$ cat src/rtl/stopwatch_pkg.sv
// Shared types and carry-chain helper for the lap stopwatch.
// Latency: n/a (types and a pure combinational function).
// Backpressure: n/a.
package stopwatch_pkg;

    // The fields are wide enough for any sensible HOURS_WRAP / MS_PER_SEC.
    // The top narrows them to its own HW / MSW widths at the ports.
    localparam int SW_HOURS_W = 8;
    localparam int SW_MSECS_W = 16;

    typedef enum logic [1:0] {
        READY  = 2'd0,
        RUN    = 2'd1,
        PAUSED = 2'd2
    } sw_state_t;

    typedef struct packed {
        logic [SW_HOURS_W-1:0] hours;
        logic [5:0]            mins;
        logic [5:0]            secs;
        logic [SW_MSECS_W-1:0] msecs;
    } sw_time_t;

    typedef struct packed {
        sw_time_t t;
        logic     wrap;
    } sw_inc_t;

    // One ms tick with the full carry chain resolved in a single step.
    // hour_max / ms_max are the last legal values (HOURS_WRAP-1, MS_PER_SEC-1).
    function automatic sw_inc_t inc_time(input sw_time_t              cur,
                                         input logic [SW_HOURS_W-1:0] hour_max,
                                         input logic [SW_MSECS_W-1:0] ms_max);
        sw_inc_t r;
        r.t    = cur;
        r.wrap = 1'b0;
        if (cur.msecs != ms_max) begin
            r.t.msecs = cur.msecs + 1'b1;
        end else begin
            r.t.msecs = '0;
            if (cur.secs != 6'd59) begin
                r.t.secs = cur.secs + 1'b1;
            end else begin
                r.t.secs = '0;
                if (cur.mins != 6'd59) begin
                    r.t.mins = cur.mins + 1'b1;
                end else begin
                    r.t.mins = '0;
                    if (cur.hours != hour_max) begin
                        r.t.hours = cur.hours + 1'b1;
                    end else begin
                        r.t.hours = '0;
                        r.wrap    = 1'b1;
                    end
                end
            end
        end
        return r;
    endfunction

endpackage

$ cat src/rtl/lap_fifo.sv
// Synchronous show-ahead FIFO holding captured lap times.
// Latency: push visible at head the cycle after the push edge; pop advances head in one edge.
// Backpressure: push while full is dropped unless a pop happens the same edge; pop while empty ignored.
//
// Ports: Clock_1MSec / Reset (sync, active-high); clear empties the FIFO;
//        push/wdat write, pop removes head; head/valid show-ahead output;
//        count = entries held, full = count == DEPTH.
module lap_fifo #(
    parameter  int WIDTH = 8,
    parameter  int DEPTH = 8,
    localparam int AW    = $clog2(DEPTH),
    localparam int CW    = $clog2(DEPTH + 1)
) (
    input  logic             Clock_1MSec,
    input  logic             Reset,
    input  logic             clear,
    input  logic             push,
    input  logic [WIDTH-1:0] wdat,
    input  logic             pop,
    output logic [WIDTH-1:0] head,
    output logic             valid,
    output logic             full,
    output logic [CW-1:0]    count
);

    logic [WIDTH-1:0] mem [DEPTH];
    logic [AW-1:0]    wr_ptr;
    logic [AW-1:0]    rd_ptr;
    logic             do_pop;
    logic             do_push;

    assign valid   = (count != '0);
    assign full    = (count == CW'(DEPTH));
    assign do_pop  = pop && valid;
    // When full, a same-edge pop frees the slot the push writes into
    // (wr_ptr == rd_ptr), so the oldest entry is replaced in order.
    assign do_push = push && (!full || do_pop);
    assign head    = valid ? mem[rd_ptr] : '0;

    always_ff @(posedge Clock_1MSec) begin
        if (do_push) begin
            mem[wr_ptr] <= wdat;
        end
    end

    always_ff @(posedge Clock_1MSec) begin
        if (Reset || clear) begin
            wr_ptr <= '0;
            rd_ptr <= '0;
            count  <= '0;
        end else begin
            if (do_push) wr_ptr <= wr_ptr + 1'b1;
            if (do_pop)  rd_ptr <= rd_ptr + 1'b1;
            case ({do_push, do_pop})
                2'b10:   count <= count + 1'b1;
                2'b01:   count <= count - 1'b1;
                default: count <= count;
            endcase
        end
    end

endmodule

$ cat src/rtl/lap_stopwatch.sv
// HH:MM:SS.mmm stopwatch on the 1 ms clock with pause/resume and lap capture FIFO.
// Latency: time advances one tick per RUN cycle; laps visible at Lap_* the cycle after capture.
// Backpressure: laps captured while the FIFO is full (and not popped) are dropped and flag Lap_Overflow.
//
// Ports: Clock_1MSec / Reset (sync, active-high); Start_S, Stop_S, Reset_S, Lap_S commands;
//        Control=1 freezes the block; Lap_Rd pops the lap FIFO head;
//        Hours_S/Mins_S/Secs_S/MSecs_S running time, Running, Wrap pulse;
//        Lap_* FIFO head, Lap_Valid, Lap_Count, sticky Lap_Overflow.
module lap_stopwatch
    import stopwatch_pkg::*;
#(
    parameter  int HOURS_WRAP = 12,
    parameter  int MS_PER_SEC = 1000,
    parameter  int LAP_DEPTH  = 8,
    localparam int HW         = $clog2(HOURS_WRAP),
    localparam int MSW        = $clog2(MS_PER_SEC),
    localparam int CW         = $clog2(LAP_DEPTH + 1)
) (
    input  logic           Clock_1MSec,
    input  logic           Reset,
    input  logic           Start_S,
    input  logic           Stop_S,
    input  logic           Reset_S,
    input  logic           Lap_S,
    input  logic           Control,
    input  logic           Lap_Rd,
    output logic [HW-1:0]  Hours_S,
    output logic [5:0]     Mins_S,
    output logic [5:0]     Secs_S,
    output logic [MSW-1:0] MSecs_S,
    output logic           Running,
    output logic           Wrap,
    output logic [HW-1:0]  Lap_Hours,
    output logic [5:0]     Lap_Mins,
    output logic [5:0]     Lap_Secs,
    output logic [MSW-1:0] Lap_MSecs,
    output logic           Lap_Valid,
    output logic [CW-1:0]  Lap_Count,
    output logic           Lap_Overflow
);

    localparam int LW = HW + 12 + MSW;
    localparam logic [SW_HOURS_W-1:0] H_MAX  = SW_HOURS_W'(HOURS_WRAP - 1);
    localparam logic [SW_MSECS_W-1:0] MS_MAX = SW_MSECS_W'(MS_PER_SEC - 1);

    sw_state_t     state;
    sw_time_t      time_q;
    sw_inc_t       inc_r;
    logic          running_q;
    logic          wrap_q;
    logic          ovf_q;

    logic          cmd_en;
    logic          clear_req;
    logic          lap_req;
    logic          pop_req;
    logic          lap_drop;
    logic          fifo_full;
    logic [LW-1:0] lap_wdat;
    logic [LW-1:0] lap_head;

    assign inc_r = inc_time(time_q, H_MAX, MS_MAX);

    // Control=1 blocks every command, including FIFO pops.
    assign cmd_en    = !Control;
    assign clear_req = cmd_en && (state == PAUSED) && Reset_S;
    // A lap captures the time shown before this edge's increment, even if
    // Stop_S arrives on the same cycle.
    assign lap_req   = cmd_en && (state == RUN) && Lap_S;
    assign pop_req   = cmd_en && !clear_req && Lap_Rd;
    assign lap_drop  = lap_req && fifo_full && !(pop_req && Lap_Valid);

    assign lap_wdat = {time_q.hours[HW-1:0], time_q.mins, time_q.secs, time_q.msecs[MSW-1:0]};

    lap_fifo #(
        .WIDTH (LW),
        .DEPTH (LAP_DEPTH)
    ) u_lap_fifo (
        .Clock_1MSec (Clock_1MSec),
        .Reset       (Reset),
        .clear       (clear_req),
        .push        (lap_req),
        .wdat        (lap_wdat),
        .pop         (pop_req),
        .head        (lap_head),
        .valid       (Lap_Valid),
        .full        (fifo_full),
        .count       (Lap_Count)
    );

    always_ff @(posedge Clock_1MSec) begin
        if (Reset) begin
            state     <= READY;
            time_q    <= '0;
            running_q <= 1'b0;
            wrap_q    <= 1'b0;
            ovf_q     <= 1'b0;
        end else begin
            wrap_q <= 1'b0;
            if (cmd_en) begin
                case (state)
                    READY: begin
                        // Higher-priority requests mask a start even though
                        // they have no effect of their own here.
                        if (Start_S && !Reset_S && !Stop_S) begin
                            state     <= RUN;
                            running_q <= 1'b1;
                        end
                    end
                    RUN: begin
                        if (Stop_S) begin
                            state     <= PAUSED;
                            running_q <= 1'b0;
                        end else begin
                            time_q <= inc_r.t;
                            wrap_q <= inc_r.wrap;
                        end
                        if (lap_drop) ovf_q <= 1'b1;
                    end
                    PAUSED: begin
                        if (Reset_S) begin
                            state  <= READY;
                            time_q <= '0;
                            ovf_q  <= 1'b0;
                        end else if (!Stop_S && Start_S) begin
                            state     <= RUN;
                            running_q <= 1'b1;
                        end
                    end
                    default: begin
                        state     <= READY;
                        running_q <= 1'b0;
                    end
                endcase
            end
        end
    end

    assign Hours_S      = time_q.hours[HW-1:0];
    assign Mins_S       = time_q.mins;
    assign Secs_S       = time_q.secs;
    assign MSecs_S      = time_q.msecs[MSW-1:0];
    assign Running      = running_q;
    assign Wrap         = wrap_q;
    assign Lap_Overflow = ovf_q;

    assign Lap_MSecs = lap_head[MSW-1:0];
    assign Lap_Secs  = lap_head[MSW+5:MSW];
    assign Lap_Mins  = lap_head[MSW+11:MSW+6];
    assign Lap_Hours = lap_head[LW-1:MSW+12];

endmodule

$ cat config.mk
export PLATFORM = sky130hd
export DESIGN_NAME = lap_stopwatch
export DESIGN_NICKNAME = d
export VERILOG_FILES = /design/src/rtl/stopwatch_pkg.sv /design/src/rtl/lap_fifo.sv /design/src/rtl/lap_stopwatch.sv
export SDC_FILE = /design/constraint.sdc
export NUM_CORES = 1
export LEC_CHECK = 0
export CAP_MARGIN = 0
export CELL_PAD_IN_SITES_DETAIL_PLACEMENT = 1
export CELL_PAD_IN_SITES_GLOBAL_PLACEMENT = 1
export CORE_MARGIN = 2
export CORE_UTILIZATION = 50
export DETAILED_ROUTE_END_ITERATION = 12
export GPL_TIMING_DRIVEN = 0
export PLACE_DENSITY = 0.86
export SLEW_MARGIN = 20
export SYNTH_ARGS = -nofsm -noshare
export SYNTH_HDL_FRONTEND = slang
export SYNTH_SLANG_ARGS = --single-unit
$ cat constraint.sdc
create_clock -name Clock_1MSec -period 7.1 [get_ports Clock_1MSec]
set_input_delay 1.42 -clock Clock_1MSec [delete_from_list [all_inputs] [get_ports Clock_1MSec]]
set_output_delay 1.42 -clock Clock_1MSec [all_outputs]
set_load 0.005 [all_outputs]
==> metrics, run 1 <==
Synth top cells by count sky130_fd_sc_hd__edfxtp_1 (208), sky130_fd_sc_hd__nor2_1 (67), sky130_fd_sc_hd__dfxtp_1 (54); Async S/R FF share, synth 0%; final hold violations 0; CP delay by family, top buffers and inverters; Switching Power 0.614 mW; total power after layout between 3 and 4 mW; Period Utilization, post-route 71.8%; initial DRC count approximately 560; setup repair after global routing missed its margin no; TritonCTS clock tree yes; highest fanout seen on the critical path 10; overall die area about 0.023 mm2; WP buf/inv 3; largest voltage drop on the vdd net between 150 and 200 uV; TritonCTS Buffers 27; number of cell rows 53; relative slew slack roughly 28%; design internal power between 2 and 3 mW; portion of the post-synthesis area used by sequential elements 67.6%; mapped cell area approximately 0.011 mm2; count of antenna diodes in the layout 0; Core Region roughly 0.021 mm2; Crit path largest cell delay roughly 850 ps; arrival time at the worst endpoint 3680 ps; number of pins exceeding their max-slew limit in the final report 0; non-filler cells, final 1114; pin count of the biggest net entering global routing 17; H-Tree Level Count 1; final weighted congestion of routability-driven global placement roughly 0.85; clk buf depth 3; layout cell share with drive strength beyond 1 20.3%; Remaining Overflow, GRT 0; average footprint of a synthesized cell between 15 and 20 um2; post-place instance area around 0.012 mm2; Post-layout nets between 800 and 900; placed wire-length estimate after detailed placement around 19000 um; total number of clock tree sinks approximately 260; CTS Root Buffer Type sky130_fd_sc_hd__clkbuf_16; Pre-Repair DR Iteration Count 5; Port Buffers 67; worst setup slack after placement around 2200 ps; Resized Gates After CTS 0; Combinational Power Share 1.1%; post-route cell area 0.0131 mm2; final worst path period need just over 5000 ps; first-pass GRT wire length between 40000 and 50000 um; number of enable flip-flop cells after synthesis roughly 210; Die W roughly 150 um; FF+latch count, synth approximately 260; starting density of the core between 50% and 60%; Sw Ratio approximately 20%; final-layout worst hold slack 498 ps; number of distinct library cells after synthesis 53; synth-to-layout area growth 20.4%; number of placed cells counting well taps around 1100; slew at the pin with the worst max-slew slack around 1100 ps; filler cell count about 1900; type of the worst min-delay path register to register; Post-Route Utilization between 60% and 70%; clock tree skew after final layout ~11 ps; number of antenna violations at the first check in global routing 0; Final WS setup around 2000 ps; average wire length per cell after detail routing 26.8 um; top cell type by total area after synthesis sky130_fd_sc_hd__edfxtp_1; critical-path cell list clkbuf_1, buf_1, mux4_2, mux2i_1, nor2_1, clkdlybuf4s50_1; vias in the first global route ~7400; DRC violation count after routing 0; routed wire length 29800 um; DR vias approximately 7000; leakage power 4.38 nW; final sum of negative setup slack 0 ps; post-detailed-route count of antenna-violating nets 0; number of nets produced by synthesis 712; type of the setup path with the least slack register to primary output; type of destination of the critical path primary output; largest cells by area after synthesis sky130_fd_sc_hd__edfxtp_1 (58%), sky130_fd_sc_hd__mux4_2 (11%), sky130_fd_sc_hd__dfxtp_1 (10%), sky130_fd_sc_hd__mux2i_1 (2.7%), sky130_fd_sc_hd__nor2_1 (2.3%); endpoints failing setup 0; HP Start Lap_Overflow; Worst path slowest cell sky130_fd_sc_hd__buf_1; top-count cell post-synth sky130_fd_sc_hd__edfxtp_1; hold_buf cts 0; most used flip-flop cell after synthesis sky130_fd_sc_hd__edfxtp_1; Syn. warnings 0; area share of the leading cell type in the synthesized netlist between 50% and 60%; Cells after Synth just under 700; Worst R2R Start u_lap_fifo.count[1]; Post-CTS Setup Repair Bufs 0; clock-pin transition on the worst setup and hold timing paths around 60 ps; power share of the sequential group approximately 53%; data required time at the worst endpoint approximately 5700 ps; crit path launch type register; Die Span Y 151 um; achievable frequency around 0.20 GHz; areal power density over the cells approximately 240 mW/mm2; number of maximum-capacitance violations 0; global-route total usage across every layer roughly a quarter; clock network fraction of design power between 40 and 50%; run status complete, no violations; clock latency on the worst-skew pair about 540 ps; I/O pin total 68; vias per cell about 6.3
## cell type report
| class | count | area (um2) | area share (%) |
|---|---|---|---|
| timing repair buffer | 95 | 891 | 6.82 |
| buffer | 57 | 327 | 2.50 |
| multi-input combinational | 364 | 3210 | 24.5 |
| clock inverter | 5 | 33.8 | 0.259 |
| inverter | 12 | 45.0 | 0.345 |
| clock buffer | 44 | 885 | 6.77 |
| tap | 275 | 344 | 2.64 |
| sequential | 262 | 7330 | 56.1 |
## layout by cell type (no fill, tap or decap), drive strengths merged, types with 6 or more instances in the layout
cell type and count:
edfxtp 208, buf 68, clkdlybuf4s50 67, nor2 67
clkbuf 61, dfxtp 54, mux4 52, nand2 31
mux2i 29, a21oi 27, o21ai 19, xor2 14
inv 13, nand3 11, ha 9, a31oi 8
nor4 8, nand3b 7, and3 7, or3 7
nor3 7, nand4 6
## worst min-delay path: stages (launching register included)
cell and delay [ps]:
sky130_fd_sc_hd__dfxtp_1 330, sky130_fd_sc_hd__a21oi_1 40, sky130_fd_sc_hd__nor2_1 80
## state kept, by name, summed over array words and instances (netlist names), named ones only
register	count
state	2
u_lap_fifo.wr_ptr	3
u_lap_fifo.rd_ptr	3
Lap_Overflow	1
Wrap	1
Secs_S	6
Running	1
u_lap_fifo.mem	208
Hours_S	4
Mins_S	6
MSecs_S	10
u_lap_fifo.count	4
time_q	10
## power groups by stage
stage	Combinational, mW	Clock, mW	Sequential, mW
floorplan	0.0182	0	1.67
global placement	0.0316	0	1.67
detailed placement	0.0346	0	1.67
CTS	0.0352	1.45	1.64
global route	0.0385	1.50	1.64
finish	0.0356	1.44	1.64
## per-layer routing
layer | global-route usage [%] | vias to the layer above | wire (um)
li1 | - | 2933 | -
met1 | 34.9 | 3617 | 11500
met2 | 46.0 | 392 | 15400
met3 | 3.80 | 73 | 2010
met4 | 8.60 | 0 | 896
met5 | 0 | - | 0
## logic make-up (layout without fill, tap and decap cells)
| group | count (synthesis) | in the layout | synth area share (%) |
|---|---|---|---|
| AO/OA/AOI/OAI | 74 | 74 | 4.28 |
| XOR/XNOR | 19 | 19 | 1.53 |
| adder cells (fa/ha/maj) | 9 | 9 | 1.04 |
| buffers and inverters | 69 | 213 | 3.42 |
| flip-flops | 262 | 262 | 67.6 |
| multiplexers | 81 | 81 | 13.5 |
| AND/OR/NAND/NOR | 181 | 181 | 8.67 |
## worst paths after layout
| check | endpoint | slack [ps] | cells after the start |
|---|---|---|---|
| min | Lap_Overflow | 500 | 2 |
| max reg2reg | u_lap_fifo.count[2] | 3560 | 13 |
| min reg2reg | Lap_Overflow | 500 | 2 |
| max | Lap_MSecs[9] | 2000 | 6 |
Note: power is estimated with default switching activity, not from simulation.
==> inputs of run 2 (changes only) <==
==> constraint.sdc (replaced) <==
create_clock -name Clock_1MSec -period 5.35 [get_ports Clock_1MSec]
set_input_delay 1.07 -clock Clock_1MSec [delete_from_list [all_inputs] [get_ports Clock_1MSec]]
set_output_delay 1.07 -clock Clock_1MSec [all_outputs]
set_load 0.005 [all_outputs]
==> run 2 against run 1 <==
Net effect:
- power is 29% higher
- routed wire length is 2.0% lower
- final cell count is 0.45% lower
- critical path type unchanged
==> metrics, run 2 (synthesis results as in run 1) <==
run status complete, no violations; clock latency on the worst-skew pair around 530 ps; reg-to-reg critical path endpoint u_lap_fifo.count[2]; number of maximum-capacitance violations 0; placed wire-length estimate after detailed placement roughly 19000 um; WP buf/inv 3; Crit path largest cell delay 780 ps; worst reg2reg setup slack between 1500 and 2000 ps; type of the worst min-delay path register to register; register with the most flip-flops u_lap_fifo.mem; highest fanout seen on the critical path 10; post-detailed-route count of antenna-violating nets 0; final weighted congestion of routability-driven global placement 0.828; multi-input combinational cell area about 0.0032 mm2; most common cell after layout, fill and taps aside sky130_fd_sc_hd__edfxtp_1; first-pass GRT wire length around 45000 um; Die W 151 um; HP Start u_lap_fifo.rd_ptr[1]; filler cell count roughly 1900; count of antenna diodes in the layout 0; Pre-Repair DR Iteration Count 5; number of antenna violations at the first check in global routing 0; number of pins exceeding their max-slew limit in the final report 0; clock-pin transition on the worst setup and hold timing paths around 60 ps; total number of clock tree sinks roughly 260; TritonCTS clock tree yes; global-route total usage across every layer around a quarter; arrival time at the worst endpoint approximately 3500 ps; Remaining Overflow, GRT 0; Worst R2R Start u_lap_fifo.count[1]; number of placed cells counting well taps around 1100; Post-layout nets a little over 800; average wire length per cell after detail routing 26.3 um; I/O pin total 68; clk buf depth 3; Worst Hold Path Cells 2; final hold violations 0; routed wire length between 20000 and 30000 um; final worst path period need 4560 ps; leakage power 4.33 nW; hold_buf cts 0; Sequential Area ~0.0073 mm2; relative slew slack between 30 and 40%; setup repair after global routing missed its margin no; Core Region ~0.021 mm2; type of the setup path with the least slack register to primary output; data required time at the worst endpoint about 4300 ps; synth-to-layout area growth 19.9%; DR vias just under 7000; H-Tree Level Count 1; critical-path cell list clkbuf_1, buf_1, mux4_2, mux2i_1, nor2_1, clkdlybuf4s50_1; starting density of the core between 50% and 60%; DRC violation count after routing 0; crit path launch type register; commonest non-fill, non-tap cells in the layout sky130_fd_sc_hd__edfxtp_1 (208), sky130_fd_sc_hd__clkdlybuf4s50_1 (67), sky130_fd_sc_hd__nor2_1 (66); vias per cell roughly 6.1; number of cell rows 53; areal power density over the cells between 300 and 400 mW/mm2; vias in the first global route between 7000 and 8000; Period Utilization, post-route between 80% and 90%; Post-Route Utilization about three fifths; initial DRC count ~610; final-layout worst hold slack approximately 500 ps; type of destination of the critical path primary output; Resized Gates After CTS 0; Port Buffers between 60 and 70; non-filler cells, final about 1100; largest voltage drop on the vdd net between 200 and 250 uV; Die Span Y between 150 and 200 um; clock tree skew after final layout ~14 ps; endpoints failing setup 0; Post-CTS Setup Repair Bufs 0; achievable frequency ~0.22 GHz; slew at the pin with the worst max-slew slack around 1000 ps; Worst path slowest cell sky130_fd_sc_hd__buf_1; overall die area 0.0229 mm2; CTS Root Buffer Type sky130_fd_sc_hd__clkbuf_16; TritonCTS Buffers 26; Register-to-Register Path Depth 13; layout cell share with drive strength beyond 1 approximately a fifth; max reg flops 208; Worst path depth 6; pin count of the biggest net entering global routing 17; CP delay by family, top buffers and inverters
[run 2: cell count changes in the layout (fill, tap and decap cells not counted), moves of 2 or more]
cell	before	now
sky130_fd_sc_hd__clkinv_1	0	4
sky130_fd_sc_hd__nor4b_4	0	2
sky130_fd_sc_hd__nor4b_2	2	0
sky130_fd_sc_hd__bufinv_16	0	2
sky130_fd_sc_hd__clkbuf_8	6	2
sky130_fd_sc_hd__buf_6	5	8
sky130_fd_sc_hd__clkbuf_16	31	27
sky130_fd_sc_hd__buf_2	12	7
sky130_fd_sc_hd__buf_4	40	37
sky130_fd_sc_hd__clkinv_2	2	6
[run 2: metal layers]
layer,global-route usage (%),vias up,share of wire [%]
met5,0,-,0
met4,11.2,0,4.3
met3,3.70,101,6.1
met2,45.6,330,51
met1,33.5,3464,39
li1,-,2914,-
[run 2: worst max path at each step]
stage / startpoint / end
5_1_grt: register / Lap_Secs[3]
4_1_cts: register / Lap_MSecs[0]
3_5_place_dp: Control / u_lap_fifo.mem[3][8]
2_1_floorplan: Control / u_lap_fifo.mem[0][0]
6_report: register / Lap_MSecs[0]
3_3_place_gp: Control / u_lap_fifo.mem[0][7]
[run 2: area by class of cell]
class / count / share of cell area, %
sequential: 262 / 56.4
tap: 275 / 2.65
clock buffer: 35 / 5.58
timing repair buffer: 91 / 6.86
inverter: 12 / 0.347
buffer: 57 / 2.51
multi-input combinational: 364 / 24.8
clock inverter: 13 / 0.866
[run 2: through the flow]
step                      worst slack [ps]  total power, mW  area, um2  setup TNS, ps
after global routing                   574             4.12      13000              0
after global placement               -2710             2.26      11900        -273590
final                                  788             4.04      13000              0
after detailed placement               688             2.26      12200              0
after floorplan                        220             2.24      10900              0
after CTS                              780             4.05      13000              0
[run 2: power breakdown]
group	leakage [nW]	switching [mW]	internal, mW	total (mW)
Clock	0.412	0.767	1.05	1.81
Combinational	1.42	0.0278	0.0195	0.0473
Sequential	2.49	0.00438	2.17	2.18
[run 2: tightest hold or removal path: cells and delay by family, from the launching register on]
kind               cells  cell delay, ps
DFF                    1             310
AOI/OAI and AO/OA      1              80
and+or+nand+nor        1              50
==> inputs of run 3 (changes only) <==
--- a/config.mk
+++ b/config.mk
@@ -5,14 +5,14 @@
 export SDC_FILE = /design/constraint.sdc
 export NUM_CORES = 1
 export LEC_CHECK = 0
-export CAP_MARGIN = 0
+export CAP_MARGIN = 20
 export CELL_PAD_IN_SITES_DETAIL_PLACEMENT = 1
 export CELL_PAD_IN_SITES_GLOBAL_PLACEMENT = 1
 export CORE_MARGIN = 2
-export CORE_UTILIZATION = 50
+export CORE_UTILIZATION = 45
 export DETAILED_ROUTE_END_ITERATION = 12
 export GPL_TIMING_DRIVEN = 0
-export PLACE_DENSITY = 0.86
+export PLACE_DENSITY = 0.79
 export SLEW_MARGIN = 20
 export SYNTH_ARGS = -nofsm -noshare
 export SYNTH_HDL_FRONTEND = slang
==> run 3 against run 2 <==
Net effect:
- hold slack worse by 32 ps
- clock power rose by 4%
- sequential share of layout area is 0.50 points lower
- count of clock-buffer cells in the layout up 8
- design area up 0.90%
- die area rose by 11%
- non-clock buffer count is 3 higher
- critical path type unchanged
- largest cell class unchanged
- highest routed layer unchanged
==> metrics, run 3 (synthesis results as in run 1) <==
critical-path cell list clkbuf_1, clkbuf_1, mux4_2, mux2i_1, nor2_1, clkdlybuf4s50_1; first-pass GRT wire length approximately 43000 um; number of placed cells counting well taps ~1100; DR vias ~6600; Die W between 150 and 200 um; routed wire length roughly 28000 um; highest signal layer in the routed design met4; layout cell share with drive strength beyond 1 about a fifth; pin count of the biggest net entering global routing 20; clock latency on the worst-skew pair between 500 and 600 ps; initial DRC count 445; global-route total usage across every layer 22.0%; I/O pin total 68; slew at the pin with the worst max-slew slack roughly 1100 ps; average wire length per cell after detail routing between 20 and 25 um; type of destination of the critical path primary output; commonest non-fill, non-tap cells in the layout sky130_fd_sc_hd__edfxtp_1 (208), sky130_fd_sc_hd__clkdlybuf4s50_1 (67), sky130_fd_sc_hd__nor2_1 (66); starting density of the core 46.1%; TritonCTS Buffers 28; routed length on met1 11400 um; Worst path slowest cell sky130_fd_sc_hd__clkbuf_1; Sequential Area about 0.0073 mm2; CTS Root Buffer Type sky130_fd_sc_hd__clkbuf_16; clk buf depth 3; run status complete, no violations; crit-path most repeated cell sky130_fd_sc_hd__clkbuf_1; clock-pin transition on the worst setup and hold timing paths ~60 ps; met3 routed WL approximately 1300 um; clock tree skew after final layout 7.90 ps; post-detailed-route count of antenna-violating nets 0; type of the setup path with the least slack register to primary output; WL met2 about 14000 um; leakage power between 4 and 5 nW; Remaining Overflow, GRT 0; WP buf/inv 3; Port Buffers 67; Core Region between 0.02 and 0.025 mm2; number of cell rows 56; post-route cell area ~0.013 mm2; worst reg2reg setup slack roughly 1800 ps; TritonCTS clock tree yes; Post-CTS Setup Repair Bufs 0; CP delay by family, top buffers and inverters; final weighted congestion of routability-driven global placement 0.810; placed wire-length estimate after detailed placement between 15000 and 20000 um; areal power density over the cells between 300 and 400 mW/mm2; vias per cell about 5.7; Resized Gates After CTS 0; arrival time at the worst endpoint roughly 3500 ps; endpoints failing setup 0; count of antenna diodes in the layout 0; number of antenna violations at the first check in global routing 0; vias in the first global route 7275; setup repair after global routing missed its margin no; number of pins exceeding their max-slew limit in the final report 0; post-place instance area about 0.012 mm2; number of maximum-capacitance violations 0; achievable frequency 0.221 GHz; most common cell after layout, fill and taps aside sky130_fd_sc_hd__edfxtp_1; data required time at the worst endpoint ~4300 ps; overall die area ~0.025 mm2; final worst path period need approximately 4500 ps; synth-to-layout area growth 20.9%; type of the worst min-delay path register to register; final hold violations 0; highest fanout seen on the critical path 10; largest voltage drop on the vdd net 207 uV; DRC violation count after routing 0; multi-input combinational cell area between 0.003 and 0.004 mm2; relative slew slack 27.2%; Pre-Repair DR Iteration Count 4; Period Utilization, post-route around 85%; Crit path largest cell delay 790 ps; Post-layout nets around 840; max reg flops around 210; Die Span Y 159 um; filler cell count 2290; total number of clock tree sinks 262; register with the most flip-flops u_lap_fifo.mem; hold_buf cts 0; H-Tree Level Count 1; non-filler cells, final about 1200; crit path launch type register
run 3: routing by layer:
metal / global-route usage [%] / vias up
met4: 8.47 / 0
met2: 37.8 / 210
met3: 3.33 / 69
li1: - / 2919
met1: 28.2 / 3430
met5: 0 / -
run 3: report_power, final:
group	switching, mW	internal, mW	total (mW)
clock	0.788	1.09	1.88
combinational	0.0267	0.0198	0.0465
sequential	0.00471	2.17	2.18
run 3: area by class of cell:
type                       instances  share of cell area [%]
buffer                            57                    2.49
clock buffer                      43                    6.48
clock inverter                     9                   0.382
inverter                          12                   0.344
multi-input combinational        364                    24.5
sequential                       262                    55.9
tap                              319                    3.04
timing repair buffer              94                    6.85
run 3: worst register-to-register path: cells and delay by family (launching register included):
kind                   cells  cell delay, ps
AND/OR/NAND/NOR            3            1110
flip-flops                 1             330
AO/OA/AOI/OAI              1             450
buffers and inverters      5            1400
run 3: path summary, 6_finish.rpt:
| path | startpoint | endpoint | cells after the start |
|---|---|---|---|
| max reg2reg | u_lap_fifo.count[1] | u_lap_fifo.mem[1][18] | 9 |
| min reg2reg | time_q[35] | time_q[35] | 1 |
| max | register | Lap_Secs[2] | 6 |
| min | time_q[35] | time_q[35] | 1 |
run 3: stage by stage:
stage | setup WS [ps] | util [%] | hold slack, ps | power [mW] | setup TNS (ps)
5_1_grt | 558 | 55.7 | 491 | 4.21 | 0
3_3_place_gp | -3010 | 50.6 | 447 | 2.26 | -315150
3_5_place_dp | 520 | 51.8 | 455 | 2.27 | 0
2_1_floorplan | 220 | - | 427 | 2.24 | 0
6_report | 818 | 55.7 | 462 | 4.10 | 0
4_1_cts | 509 | 55.6 | 463 | 4.13 | 0
